--- src/rtl/uart_pkg.sv ---
// Shared UART constants and receiver state encoding.
// Pure declarations; no latency, no flow control.
// Defaults are reused by the baud generator and the transmitter.
package uart_pkg;

  localparam int UART_OVERSAMPLE = 8;
  localparam int UART_DATA_BITS  = 8;

  localparam logic [2:0] RX_IDLE_ENC   = 3'd0;
  localparam logic [2:0] RX_START_ENC  = 3'd1;
  localparam logic [2:0] RX_DATA_ENC   = 3'd2;
  localparam logic [2:0] RX_PARITY_ENC = 3'd3;
  localparam logic [2:0] RX_STOP_ENC   = 3'd4;

  typedef enum logic [2:0] {
    IDLE   = RX_IDLE_ENC,
    START  = RX_START_ENC,
    DATA   = RX_DATA_ENC,
    PARITY = RX_PARITY_ENC,
    STOP   = RX_STOP_ENC
  } rx_state_t;

endpackage

--- src/rtl/uart_rx_sync.sv ---
// Two-flop synchroniser for the rx pad plus a history flop for falling-edge detect.
// Latency: rx_s lags rx by 2 clk; fall_edge is combinational from rx_s and its history.
// No backpressure; flops reset to 1 so a held-idle line produces no edge.
module uart_rx_sync (
  input  logic clk,
  input  logic reset,
  input  logic rx,
  output logic rx_s,
  output logic fall_edge
);

  logic sync1;
  logic prev;

  always_ff @(posedge clk) begin
    if (reset) begin
      sync1 <= 1'b1;
      rx_s  <= 1'b1;
      prev  <= 1'b1;
    end else begin
      sync1 <= rx;
      rx_s  <= sync1;
      prev  <= rx_s;
    end
  end

  assign fall_edge = prev & ~rx_s;

endmodule

--- src/rtl/uart_rx.sv ---
// Oversampling 8N1 UART receiver; UART_RX_PARITY_EN adds an even-parity bit and parity_err.
// Latency: rx_done/frame_err/rx_data update one clk after the baud_tick that samples the stop bit.
// No backpressure: the consumer must accept every rx_done strobe.
module uart_rx
  import uart_pkg::*;
#(
  parameter int OVERSAMPLE = UART_OVERSAMPLE,
  parameter int DATA_BITS  = UART_DATA_BITS
) (
  input  logic                 clk,
  input  logic                 reset,
  input  logic                 baud_tick,
  input  logic                 rx,
  output logic [DATA_BITS-1:0] rx_data,
  output logic                 rx_done,
  output logic                 rx_busy,
  output logic                 frame_err
`ifdef UART_RX_PARITY_EN
  ,
  output logic                 parity_err
`endif
);

  localparam int TW = $clog2(OVERSAMPLE);
  localparam int BW = $clog2(DATA_BITS);
  localparam logic [TW-1:0] TICK_HALF = TW'(OVERSAMPLE / 2 - 1);
  localparam logic [TW-1:0] TICK_LAST = TW'(OVERSAMPLE - 1);
  localparam logic [BW-1:0] BIT_LAST  = BW'(DATA_BITS - 1);

  logic rx_s;
  logic fall_edge;

  uart_rx_sync u_sync (
    .clk       (clk),
    .reset     (reset),
    .rx        (rx),
    .rx_s      (rx_s),
    .fall_edge (fall_edge)
  );

  rx_state_t              state_q, state_nxt;
  logic [TW-1:0]          tick_cnt, tick_nxt;
  logic [BW-1:0]          bit_cnt, bit_nxt;
  logic [DATA_BITS-1:0]   shift_q, shift_nxt;
  logic [DATA_BITS-1:0]   data_nxt;
  logic                   done_nxt;
  logic                   ferr_nxt;
`ifdef UART_RX_PARITY_EN
  logic                   par_q, par_nxt;
  logic                   perr_nxt;
`endif

  always_ff @(posedge clk) begin
    if (reset) begin
      state_q   <= IDLE;
      tick_cnt  <= '0;
      bit_cnt   <= '0;
      shift_q   <= '0;
      rx_data   <= '0;
      rx_done   <= 1'b0;
      frame_err <= 1'b0;
`ifdef UART_RX_PARITY_EN
      par_q      <= 1'b0;
      parity_err <= 1'b0;
`endif
    end else begin
      state_q   <= state_nxt;
      tick_cnt  <= tick_nxt;
      bit_cnt   <= bit_nxt;
      shift_q   <= shift_nxt;
      rx_data   <= data_nxt;
      rx_done   <= done_nxt;
      frame_err <= ferr_nxt;
`ifdef UART_RX_PARITY_EN
      par_q      <= par_nxt;
      parity_err <= perr_nxt;
`endif
    end
  end

  always_comb begin
    state_nxt = state_q;
    tick_nxt  = tick_cnt;
    bit_nxt   = bit_cnt;
    shift_nxt = shift_q;
    data_nxt  = rx_data;
    done_nxt  = 1'b0;
    ferr_nxt  = 1'b0;
`ifdef UART_RX_PARITY_EN
    par_nxt   = par_q;
    perr_nxt  = 1'b0;
`endif
    case (state_q)
      IDLE: begin
        // prev/now edge requirement means a held-low break cannot retrigger
        if (fall_edge) begin
          state_nxt = START;
          tick_nxt  = '0;
        end
      end
      START: begin
        if (baud_tick) begin
          if (tick_cnt == TICK_HALF) begin
            if (rx_s) begin
              state_nxt = IDLE;
            end else begin
              state_nxt = DATA;
              tick_nxt  = '0;
              bit_nxt   = '0;
            end
          end else begin
            tick_nxt = tick_cnt + 1'b1;
          end
        end
      end
      DATA: begin
        if (baud_tick) begin
          tick_nxt = tick_cnt + 1'b1;
          if (tick_cnt == TICK_LAST) begin
            shift_nxt = {rx_s, shift_q[DATA_BITS-1:1]};
            tick_nxt  = '0;
            if (bit_cnt == BIT_LAST) begin
`ifdef UART_RX_PARITY_EN
              state_nxt = PARITY;
`else
              state_nxt = STOP;
`endif
            end else begin
              bit_nxt = bit_cnt + 1'b1;
            end
          end
        end
      end
`ifdef UART_RX_PARITY_EN
      PARITY: begin
        if (baud_tick) begin
          tick_nxt = tick_cnt + 1'b1;
          if (tick_cnt == TICK_LAST) begin
            par_nxt   = rx_s;
            tick_nxt  = '0;
            state_nxt = STOP;
          end
        end
      end
`endif
      STOP: begin
        // leaving at mid stop bit leaves half a bit to catch a back-to-back start edge
        if (baud_tick) begin
          tick_nxt = tick_cnt + 1'b1;
          if (tick_cnt == TICK_LAST) begin
            if (rx_s) begin
              data_nxt = shift_q;
              done_nxt = 1'b1;
            end else begin
              ferr_nxt = 1'b1;
            end
`ifdef UART_RX_PARITY_EN
            perr_nxt = ^{shift_q, par_q};
`endif
            tick_nxt  = '0;
            state_nxt = IDLE;
          end
        end
      end
      default: begin
        state_nxt = IDLE;
      end
    endcase
  end

  assign rx_busy = (state_q != IDLE);

endmodule

--- config.mk ---
export PLATFORM = sky130hd
export DESIGN_NAME = uart_rx
export DESIGN_NICKNAME = d
export VERILOG_FILES = /design/src/rtl/uart_pkg.sv /design/src/rtl/uart_rx_sync.sv /design/src/rtl/uart_rx.sv
export SDC_FILE = /design/constraint.sdc
export NUM_CORES = 1
export LEC_CHECK = 0
export ABC_AREA = 1
export BUFFER_PORTS_ARGS = -buffer_cell sky130_fd_sc_hd__buf_2
export CAP_MARGIN = 20
export CORE_UTILIZATION = 50
export DETAILED_ROUTE_END_ITERATION = 10
export MAX_ROUTING_LAYER = met4
export PLACE_DENSITY = 0.72
export SETUP_SLACK_MARGIN = 0.2
export SLEW_MARGIN = 20
export SYNTH_ARGS = -nofsm -noshare
export SYNTH_HDL_FRONTEND = slang
export SYNTH_SLANG_ARGS = --single-unit
--- constraint.sdc ---
create_clock -name clk -period 4 [get_ports clk]
set_input_delay 0.2 -clock clk [delete_from_list [all_inputs] [get_ports clk]]
set_output_delay 0.2 -clock clk [all_outputs]
set_load 0.005 [all_outputs]
**After elaboration in Yosys (flattened, before gate mapping)**

Cells that the tools add are included.

- Output and inout bits: 11
- Logic and storage cells: 71
- Bits of input ports: 4
- Flip-flop bits (word level): 30

- Eq/ne operators: 18
- Reduce and logical (&&, ||, !) cells: 11
- Bitwise logic cells: 5
- Muxes and demuxes: 25
- Add/sub/neg operators: 2

Operators by type and width:

| operator | count |
|---|---|
| 2-to-1 mux 3 bit | 19 |
| != test 2 bit (second input constant) | 10 |
| case mux 3 bit (4 select lines) | 1 |
| equality test 3 bit (second input constant) | 3 |
| case mux 3 bit (3 select lines) | 1 |
| AND reduction 8 bit | 1 |
| AND reduction 7 bit | 1 |
| adder 3 x 1 -> 3 bit (second input constant) | 2 |
| equality test 3 x 2 -> 1 bit (second input constant) | 2 |
| case mux 3 bit (2 select lines) | 1 |
| nonzero test 3 bit | 2 |
| AND reduction 5 bit | 1 |
| inverter 1 bit | 4 |
| AND reduction 4 bit | 1 |
| OR reduction 4 bit | 1 |
| equality test 3 x 1 -> 1 bit (second input constant) | 1 |
| zero test 3 bit | 1 |
| != test 3 bit (second input constant) | 1 |
| AND reduction 3 bit | 1 |
| 2-to-1 mux 1 bit | 2 |
| 2-to-1 mux 2 bit | 1 |
| != test 2 x 1 -> 1 bit (second input constant) | 1 |
| nonzero test 2 bit | 1 |
| OR reduction 2 bit | 1 |
| AND 1 bit | 1 |

**Logic depth before layout (Yosys ltp)**

Gate-level depths: netlist of run 1.

- Depth after elaboration: 5
- Gate-level depth with buffers: 10

**Cells and area by module**

From an unflattened synthesis of run 1, not the netlist that was laid out.

- Cell total of the unflattened synthesis: 206
- Area total of the unflattened synthesis: 1519.0 um^2

Modules (own cells, without submodules):

| module | area each (um^2) | cells an instance | instances |
|---|---|---|---|
| uart_rx | 1425.1 | 194 | 1 |
| uart_rx_sync | 93.8 | 12 | 1 |

**Worst setup path before layout of run 1**

Ideal clock, no wire load.

- Path type: reg2reg
- Start point: reg tick_cnt[0]
- End point: reg shift_q[6]
- Data required time: 3880 ps
- Period minus slack after synthesis: 1457 ps
- Arrival time: 1337 ps
- Library setup time: 120 ps
- Cell stages (with the launch flop): 8
- Path buffers: 0
- Path slack: 2543 ps
- Cell sequence: dfxtp_1 ha_1 ha_1 nand2_1 inv_1 nand2_2 o21ai_0 a21oi_1

- Longest elaborated chain between the ends: 2

RTL lines:

| item | line | text |
|---|---|---|
| start, declared | uart_rx.sv:42 | `logic [TW-1:0] tick_cnt, tick_nxt;` |
| start signal, assigned | uart_rx.sv:68 | `tick_cnt <= tick_nxt;` |
| equality test 3 bit | uart_rx.sv:119 | `if (tick_cnt == TICK_LAST) begin` |
| AND reduction 3 bit (no line) | -- |  |
| end signal, assigned | uart_rx.sv:70 | `shift_q <= shift_nxt;` |
| end, declared | uart_rx.sv:44 | `logic [DATA_BITS-1:0] shift_q, shift_nxt;` |

Every way passes these cells.
A chain may end at the register's enable or synchronous reset.

**Worst setup path in the final report of run 1**

- Start point: reg tick_cnt[0]
- End point: reg rx_data[2]

- Longest elaborated chain between the ends: 2

RTL lines:

| item | line | text |
|---|---|---|
| equality test 3 bit | uart_rx.sv:150 | `if (tick_cnt == TICK_LAST) begin` |
| AND reduction 4 bit (no line) | -- |  |
| end signal, assigned | uart_rx.sv:71 | `rx_data <= data_nxt;` |
| end, declared | uart_rx.sv:14 | `output logic [DATA_BITS-1:0] rx_data,` |

Every way passes these cells.

==> PnR_summary.wiki, run 1 <==
{| class="wikitable"
! Metric !! Value
|-
| Clock latency at the later pin of the worst-skew pair || between 300 and 400 ps
|-
| Core Area || about 2600 sq um
|-
| Total vias in the final route || ~1,300
|-
| Reg-to-Reg End || rx_data[2]$_SDFFE_PP0P_
|-
| Vias per Instance || 5.309
|-
| Via count of the first global-routing pass || 1,174
|-
| Initial core utilization || 0.5502
|-
| Total negative slack || 0 ps
|-
| Number of iterations in the first detailed-routing pass || 4
|-
| Cell at the root of the clock tree || sky130_fd_sc_hd__clkbuf_4
|-
| Arrival time worst endpoint || ~2300 ps
|-
| TritonCTS clock tree || done
|-
| Worst reg2reg startpoint || tick_cnt[0]$_SDFFE_PP0P_
|-
| Clock-pin slew on the worst setup and hold paths || 90 ps
|-
| Final clock skew || between 8 and 9 ps
|-
| Number of flops mapped to enable cells by yosys || 0
|-
| Routed length per placed instance || between 10 and 15 um
|-
| Post-DP HPWL || between 2 and 2.5 mm
|-
| TritonCTS Buffers || 5
|-
| Number of antenna violations at the first check in global routing || 0
|-
| Worst ir drop on vdd || approximately 0.00062 V
|-
| Global-route wire length before repair || a little under 5 mm
|-
| Most frequent cells in the layout || sky130_fd_sc_hd__nand2_1 (38), sky130_fd_sc_hd__dfxtp_1 (30), sky130_fd_sc_hd__nor2_1 (29), sky130_fd_sc_hd__inv_1 (25), sky130_fd_sc_hd__a21oi_1 (20)
|-
| DRC violation count after routing || 0
|-
| Non-filler instance count after layout || ~250
|-
| Final Routed Wirelength || just under 3 mm
|-
| Total GRT Usage || 0.2070
|-
| Unrepaired setup endpoints after global routing || no
|-
| Floorplan die width || approximately 55 um
|-
| Diodes inserted || 0
|-
| Synth async-reset ratio || 0
|-
| Cell area after technology mapping || approximately 1400 sq um
|-
| Count of buffers added by post-CTS timing repair for setup || 0
|-
| Cell count after synthesis || approximately 200
|-
| Total number of clock tree sinks || 30
|-
| Tmin final || about 2100 ps
|-
| Class of the most critical hold timing path || input pin to flop
|-
| Final-report setup violation count || 0
|-
| Post-DRT Antenna Nets || 0
|-
| Crit path required time || 4220 ps
|-
| Worst setup path startpoint || tick_cnt[0]$_SDFFE_PP0P_
|-
| Reg-to-reg setup timing slack || 1900 ps
|-
| PwrDens || about 660 nW/um^2
|-
| Net count reported at finish || 226
|-
| Status || completed
|-
| Maximum capacitance violations || 0
|-
| Leak pwr || between 0.7 and 0.8 nW
|-
| Number of standard-cell rows in the floorplan || 18
|-
| Hold buffer count at cts || 0
|-
| Fmax || between 400 and 500 MHz
|-
| Number of slew-limit violations in the final report || 0
|-
| Setup crit end || rx_data[2]$_SDFFE_PP0P_
|-
| Total gr overflow || 0
|-
| Post-Syn Nets || about 210
|-
| Sequential cell area fraction in the yosys report || 0.4214
|-
| Type of destination of the critical path || flop
|-
| Final count of hold timing violations || 0
|-
| Number of gates resized after CTS || 0
|-
| Die Footprint || between 3000 and 4000 sq um
|-
| Synth Area per Inst || ~7.1 sq um
|-
| Worst max-slew margin expressed relative to the limit || 0.6159
|-
| Maximum fanout along the worst path || 11
|-
| Number of distinct library cells after synthesis || 23
|-
| Combined area of the multi-input logic cells || slightly below 700 sq um
|-
| Number of filler instances in the final layout || 233
|-
| Total instance count after detailed placement || about 240
|-
| Pin count of the biggest net entering global routing || 21
|-
| Slew at the pin closest to its max-slew limit || 573.1 ps
|-
| Vertical die dimension || between 50 and 60 um
|-
| Proportion of layout cells with a drive suffix above 1 || 0.1481
|-
| Synth warn || 0
|-
| Routability congestion estimate from global placement || around 0.82
|-
| Flops & latches, synth || 30
|-
| Crit path launch type || flop
|-
| Maximum root-to-sink buffer count || 2
|-
| Tcrit/Tclk final || 0.5238
|-
| Commonest non-fill, non-tap cell in the layout || sky130_fd_sc_hd__nand2_1
|-
| H-tree levels || 2
|-
| Category of the most critical setup path || flop to flop
|-
| Number of DRC markers after the initial detailed-route iteration || 40
|-
| Growth of design area from synthesis to finish || 10.80%
|-
| Count of cells along the worst register-to-register path || 7
|-
| Number of port buffers || 14
|-
| Most used flip-flop cell after synthesis || sky130_fd_sc_hd__dfxtp_1
|-
| Count of pins on the block boundary || 15
|-
| Sequential cell area || around 600 sq um
|}
==> power breakdown <==
| part | switching [W] | leakage, nW | internal (W) | total [W] |
|---|---|---|---|---|
| registers | 0.0000423 | 0.243 | 0.000331 | 0.000374 |
| clock network | 0.000103 | 0.0443 | 0.000145 | 0.000248 |
| logic | 0.000273 | 0.488 | 0.000149 | 0.000423 |
==> routing by layer <==
layer | vias up | wire [um] | global-route usage
met5 | - | 0 | -
met1 | 607 | 1402 | 0.2430
met3 | 4 | 97 | 0.04918
met2 | 24 | 1377 | 0.3305
li1 | 671 | - | -
met4 | 0 | 50 | 0.1036
==> cell families after synthesis <==
group,count (synthesis),synth area share
compound gates,30,0.1054
fa+ha+maj,6,0.05268
buf+inv,32,0.09306
flops,30,0.4214
simple gates,103,0.3275
==> area by class of cell <==
cell class / instances / area share
tap: 30 / 0.02377
clock buffer: 6 / 0.03249
inverter: 26 / 0.06181
sequential: 30 / 0.3803
timing repair buffer: 14 / 0.04437
multi-input combinational: 139 / 0.4382
clock inverter: 1 / 0.01902
==> registers in the layout, indices dropped and copies added, names as in the netlist, 3 cells and up <==
signal / count
rx_data: 8
shift_q: 8
bit_cnt: 3
state_q: 3
tick_cnt: 3
==> worst max-delay path, stage by stage, from the launching register on <==
cell	delay [ps]
sky130_fd_sc_hd__dfxtp_1	380
sky130_fd_sc_hd__ha_1	220
sky130_fd_sc_hd__ha_1	280
sky130_fd_sc_hd__nand2_1	140
sky130_fd_sc_hd__nor3_2	510
sky130_fd_sc_hd__inv_1	250
sky130_fd_sc_hd__nor2_1	150
sky130_fd_sc_hd__nor2_1	60
==> through the flow <==
| stage | utilization | area, sq um | power (W) | setup WS, ps | hold WS [ps] |
|---|---|---|---|---|---|
| 2_1_floorplan | - | 1425 | 0.0007353 | 2543 | 303.8 |
| 3_5_place_dp | 0.5783 | 1498 | 0.0007956 | 1933 | 394.7 |
| 5_1_grt | 0.6097 | 1579 | 0.001123 | 1605 | 41.94 |
| 4_1_cts | 0.6097 | 1579 | 0.001043 | 1914 | 46.14 |
| 3_3_place_gp | 0.5783 | 1498 | 0.0007854 | 2083 | 384.8 |
| 6_report | 0.6097 | 1579 | 0.001044 | 1905 | 52.36 |
==> worst min-delay path by stage <==
| stage | from | cells after the start | to |
|---|---|---|---|
| after floorplan | rx | 1 | u_sync.sync1$_SDFF_PP1_ |
| after global placement | rx | 2 | u_sync.sync1$_SDFF_PP1_ |
| after detailed placement | rx | 2 | u_sync.sync1$_SDFF_PP1_ |
| after CTS | rx | 2 | u_sync.sync1$_SDFF_PP1_ |
| after global routing | rx | 2 | u_sync.sync1$_SDFF_PP1_ |
| final | rx | 2 | u_sync.sync1$_SDFF_PP1_ |
==> cells in the mapped netlist, types with 2 or more instances <==
| cell | count | share of area |
|---|---|---|
| sky130_fd_sc_hd__ha_1 | 6 | 0.053 |
| sky130_fd_sc_hd__dfxtp_1 | 30 | 0.42 |
| sky130_fd_sc_hd__nor2_2 | 2 | 0.0088 |
| sky130_fd_sc_hd__o21ai_0 | 10 | 0.035 |
| sky130_fd_sc_hd__nor3_1 | 2 | 0.0070 |
| sky130_fd_sc_hd__nand3b_1 | 2 | 0.011 |
| sky130_fd_sc_hd__clkbuf_1 | 2 | 0.0053 |
| sky130_fd_sc_hd__a21oi_1 | 20 | 0.070 |
| sky130_fd_sc_hd__nor2_1 | 29 | 0.076 |
| sky130_fd_sc_hd__or2_2 | 3 | 0.013 |
| sky130_fd_sc_hd__nand2_1 | 38 | 0.10 |
| sky130_fd_sc_hd__inv_1 | 25 | 0.066 |
| sky130_fd_sc_hd__nand3_1 | 18 | 0.063 |
| sky130_fd_sc_hd__nand2_2 | 2 | 0.0088 |
| sky130_fd_sc_hd__nand4_1 | 4 | 0.018 |
Note: power is estimated with default switching activity, not from simulation.
==> run 2: changes to the inputs <==
--- a/config.mk
+++ b/config.mk
@@ -5,7 +5,7 @@
 export SDC_FILE = /design/constraint.sdc
 export NUM_CORES = 1
 export LEC_CHECK = 0
-export ABC_AREA = 1
+export ABC_AREA = 0
 export BUFFER_PORTS_ARGS = -buffer_cell sky130_fd_sc_hd__buf_2
 export CAP_MARGIN = 20
 export CORE_UTILIZATION = 50
==> constraint.sdc (replaced) <==
create_clock -name clk -period 2.1 [get_ports clk]
set_input_delay 0.105 -clock clk [delete_from_list [all_inputs] [get_ports clk]]
set_output_delay 0.105 -clock clk [all_outputs]
set_load 0.005 [all_outputs]
==> PnR_summary.wiki, run 2 <==
{| class="wikitable"
! Metric !! Value
|-
| Status || completed (unchanged)
|-
| Commonest non-fill, non-tap cell in the layout || sky130_fd_sc_hd__dfxtp_1 (was sky130_fd_sc_hd__nand2_1)
|-
| Total GRT Usage || 0.2006 (was 0.2070)
|-
| Type of destination of the critical path || flop (unchanged)
|-
| Initial core utilization || 0.5412 (was 0.5502)
|-
| TritonCTS clock tree || done (unchanged)
|-
| Number of iterations in the first detailed-routing pass || 4 (unchanged)
|-
| Cell area after technology mapping || 1365 sq um (was 1425 sq um)
|-
| Worst max-slew margin expressed relative to the limit || 0.6636 (was 0.6159)
|-
| Min-delay src || reset (was rx)
|-
| Maximum fanout along the worst path || 9 (was 11)
|-
| Post-Syn Nets || 158 (was 211)
|-
| TritonCTS Buffers || 5 (unchanged)
|-
| Commonest cells post-synth || sky130_fd_sc_hd__dfxtp_1 (30), sky130_fd_sc_hd__nand2_1 (20), sky130_fd_sc_hd__nor2_1 (15) (was sky130_fd_sc_hd__nand2_1 (38), sky130_fd_sc_hd__dfxtp_1 (30), sky130_fd_sc_hd__nor2_1 (29))
|-
| Via count of the first global-routing pass || 908 (was 1,174)
|-
| Number of standard-cell rows in the floorplan || 18 (unchanged)
|-
| Sequential cell area fraction in the yosys report || 0.4400 (was 0.4214)
|-
| Leak pwr || 0.6606 nW (was 0.7756 nW)
|-
| Slew at the pin closest to its max-slew limit || 504.7 ps (was 573.1 ps)
|-
| Number of filler instances in the final layout || 231 (was 233)
|-
| Number of port buffers || 14 (unchanged)
|-
| Pin count of the biggest net entering global routing || 31 (was 21)
|-
| Fmax || 551.6 MHz (was 477.3 MHz)
|-
| Routed length per placed instance || 12.99 um (was 11.90 um)
|-
| Count leader, synth || sky130_fd_sc_hd__dfxtp_1 (was sky130_fd_sc_hd__nand2_1)
|-
| H-tree levels || 2 (unchanged)
|-
| Final count of hold timing violations || 0 (unchanged)
|-
| Routability congestion estimate from global placement || 0.8039 (was 0.8165)
|-
| Hold Path End || rx_data[0]$_SDFFE_PP0P_ (was u_sync.sync1$_SDFF_PP1_)
|-
| Vias per Instance || 5.497 (was 5.309)
|-
| Number of antenna violations at the first check in global routing || 0 (unchanged)
|-
| Total negative slack || 0 ps (unchanged)
|-
| Count of cells along the worst register-to-register path || 5 (was 7)
|-
| Core Area || 2522 sq um (was 2590 sq um)
|-
| Arrival time worst endpoint || 2050 ps (was 2310 ps)
|-
| Clock network power share || 0.310 (was 0.238)
|-
| Count of buffers added by post-CTS timing repair for setup || 0 (unchanged)
|-
| Tcrit/Tclk final || 0.8632 (was 0.5238)
|-
| Diodes inserted || 0 (unchanged)
|-
| Maximum root-to-sink buffer count || 2 (unchanged)
|-
| Fraction of synthesized cell area taken by the top area cell type || 0.4400 (was 0.4214)
|-
| Number of flops mapped to enable cells by yosys || 0 (unchanged)
|-
| Synth async-reset ratio || 0 (unchanged)
|-
| Tmin final || 1813 ps (was 2095 ps)
|-
| Final clock skew || 15.80 ps (was 8.911 ps)
|-
| Clock-pin slew on the worst setup and hold paths || 100 ps (was 90 ps)
|-
| Synth Area per Inst || 9.223 sq um (was 7.090 sq um)
|-
| Cell count after synthesis || 148 (was 201)
|-
| Most frequent cells in the layout || sky130_fd_sc_hd__dfxtp_1 (29), sky130_fd_sc_hd__nand2_1 (20), sky130_fd_sc_hd__nor2_1 (15), sky130_fd_sc_hd__buf_2 (14), sky130_fd_sc_hd__a21oi_1 (10) (was sky130_fd_sc_hd__nand2_1 (38), sky130_fd_sc_hd__dfxtp_1 (30), sky130_fd_sc_hd__nor2_1 (29), sky130_fd_sc_hd__inv_1 (25), sky130_fd_sc_hd__a21oi_1 (20))
|-
| Switching Power || 0.0003343 W (was 0.0004183 W)
|-
| Final design utilization || 0.5962 (was 0.6097)
|-
| Total vias in the final route || 1,061 (was 1,306)
|-
| Total number of clock tree sinks || 30 (unchanged)
|-
| Design internal power || 0.0008195 W (was 0.0006260 W)
|-
| Number of distinct library cells after synthesis || 35 (was 23)
|-
| Top Registers || rx_data: 8 flops, shift_q: 8 flops (unchanged)
|-
| Slowest stage cell, crit path || sky130_fd_sc_hd__dfxtp_1 (was sky130_fd_sc_hd__nor3_2)
|-
| Sequence of cells on the critical path || or3b_4, nor2_1, nor3_2, a211o_1, o41ai_1 (was ha_1, ha_1, nand2_1, nor3_2, inv_1, nor2_1, nor2_1)
|-
| Reg-to-Reg End || state_q[1]$_SDFFE_PP0P_ (was rx_data[2]$_SDFFE_PP0P_)
|-
| Design area || 1504 sq um (was 1579 sq um)
|-
| Largest stage delay, worst path || 520 ps (was 510 ps)
|-
| Clock latency at the later pin of the worst-skew pair || 330 ps (about the same)
|-
| Global-route wire length before repair || 3.912 mm (was 4.843 mm)
|-
| Die Footprint || 2943 sq um (was 3068 sq um)
|-
| Flops & latches, synth || 30 (unchanged)
|-
| Cell at the root of the clock tree || sky130_fd_sc_hd__clkbuf_4 (unchanged)
|-
| Number of slew-limit violations in the final report || 0 (unchanged)
|-
| DRC violation count after routing || 0 (unchanged)
|-
| Area of placed instances || 1423 sq um (was 1498 sq um)
|-
| Growth of design area from synthesis to finish || 10.17% (was 10.80%)
|-
| Worst ir drop on vdd || 0.0005725 V (was 0.0006162 V)
|-
| Register share of total power || 0.532 (was 0.358)
|-
| PwrDens || 767.1 nW/um^2 (was 661.4 nW/um^2)
|-
| Class of the most critical hold timing path || input pin to flop (unchanged)
|-
| Crit path launch type || flop (unchanged)
|-
| Number of DRC markers after the initial detailed-route iteration || 18 (was 40)
|-
| Final-report setup violation count || 0 (unchanged)
|-
| Switching share of total power || 0.2897 (was 0.4006)
|-
| Vertical die dimension || 54.25 um (was 55.39 um)
|-
| Unrepaired setup endpoints after global routing || yes (was no)
|-
| Maximum capacitance violations || 0 (unchanged)
|-
| Synth top area cells || sky130_fd_sc_hd__dfxtp_1 (44%), sky130_fd_sc_hd__mux2i_1 (5.9%), sky130_fd_sc_hd__ha_1 (5.5%) (was sky130_fd_sc_hd__dfxtp_1 (42%), sky130_fd_sc_hd__nand2_1 (10%), sky130_fd_sc_hd__nor2_1 (7.6%))
|-
| Synth warn || 0 (unchanged)
|-
| Worst hold path depth || 2 (unchanged)
|-
| Floorplan die width || 54.25 um (was 55.39 um)
|-
| Post-DRT Antenna Nets || 0 (unchanged)
|-
| Post-synthesis cell type with the largest combined area || sky130_fd_sc_hd__dfxtp_1 (unchanged)
|-
| Reg-to-reg setup timing slack || 290 ps (was 1900 ps)
|-
| Total gr overflow || 0 (unchanged)
|-
| Net count reported at finish || 172 (was 226)
|-
| Post-DP HPWL || 1.715 mm (was 2.080 mm)
|-
| Combinational Power Share || 0.158 (was 0.405)
|-
| Category of the most critical setup path || flop to flop (unchanged)
|-
| Worst reg2reg startpoint || state_q[0]$_SDFFE_PP0P_ (was tick_cnt[0]$_SDFFE_PP0P_)
|-
| Proportion of layout cells with a drive suffix above 1 || 0.2025 (was 0.1481)
|-
| Most used flip-flop cell after synthesis || sky130_fd_sc_hd__dfxtp_1 (unchanged)
|-
| Final Routed Wirelength || 2.507 mm (was 2.927 mm)
|-
| Crit path required time || 2340 ps (was 4220 ps)
|-
| Count of pins on the block boundary || 15 (unchanged)
|}
run 2: metal layers:
metal | track usage | vias to the layer above | part of all wire
met2 | 0.3150 | 19 | 0.49
met5 | - | - | 0
li1 | - | 548 | -
met4 | 0.1026 | 0 | 0.020
met1 | 0.2156 | 488 | 0.45
met3 | 0.08333 | 6 | 0.037
run 2: stage by stage:
step	cells	worst slack (ps)	hold slack [ps]	total power (W)
4_1_cts	193	207.5	225.6	0.001159
3_3_place_gp	184	242.2	287.4	0.0007941
3_5_place_dp	184	217.6	289.8	0.0007997
5_1_grt	193	192.7	226.8	0.001209
2_1_floorplan	148	421.4	208.8	0.0007719
6_report	193	287.2	227.4	0.001154
run 2: cell families (layout without fill, tap and decap cells):
kind of cell | Yosys count | in the layout | synth area share
simple gates | 56 | 56 | 0.2090
compound gates | 31 | 31 | 0.1696
flops | 30 | 30 | 0.4400
buf+inv | 16 | 31 | 0.06141
mux | 8 | 8 | 0.05866
fa+ha+maj | 6 | 6 | 0.05499
xor+xnor | 1 | 1 | 0.006417
run 2: cell type report:
type	instances	area, sq um	area share
clock inverters	1	5.005	0.003328
clock buffers	7	55.05	0.03661
repair buffers	16	87.58	0.05824
inverters	7	26.28	0.01747
multi-input cells	102	690.7	0.4592
flip-flops and latches	30	601.8	0.4002
well taps	30	37.54	0.02496
run 2: worst max-delay path, delay by kind of cell (launching register included):
kind,cells,cell delay [ps]
compound gates,2,370
simple gates,3,830
flops,1,520
run 2: how the worst max path moves through the flow:
| stage | from | end | slack [ps] | cells after the start |
|---|---|---|---|---|
| detailed placement | tick_cnt[1]$_SDFFE_PP0P_ | rx_data[0]$_SDFFE_PP0P_ | 220 | 6 |
| finish | state_q[0]$_SDFFE_PP0P_ | state_q[1]$_SDFFE_PP0P_ | 290 | 5 |
| global route | tick_cnt[1]$_SDFFE_PP0P_ | rx_data[6]$_SDFFE_PP0P_ | 190 | 6 |
| floorplan | tick_cnt[0]$_SDFFE_PP0P_ | bit_cnt[1]$_SDFFE_PP0P_ | 420 | 6 |
| CTS | tick_cnt[1]$_SDFFE_PP0P_ | rx_data[0]$_SDFFE_PP0P_ | 210 | 6 |
| global placement | tick_cnt[0]$_SDFFE_PP0P_ | rx_data[7]$_SDFFE_PP0P_ | 240 | 6 |
run 2: what timing repair did:
action,CTS,global route
endpoints found under the hold margin,1,0
hold buffers,1,0
resized for setup,0,3
endpoints found under the setup margin,0,12
run 2: power by group through the flow:
stage / Clock [W] / Combinational (W) / Sequential [W]
after global placement: 0 / 0.000171 / 0.000624
after detailed placement: 0 / 0.000175 / 0.000625
final: 0.000358 / 0.000182 / 0.000614
after floorplan: 0 / 0.000165 / 0.000607
after CTS: 0.000369 / 0.000178 / 0.000612
after global routing: 0.000392 / 0.000199 / 0.000617
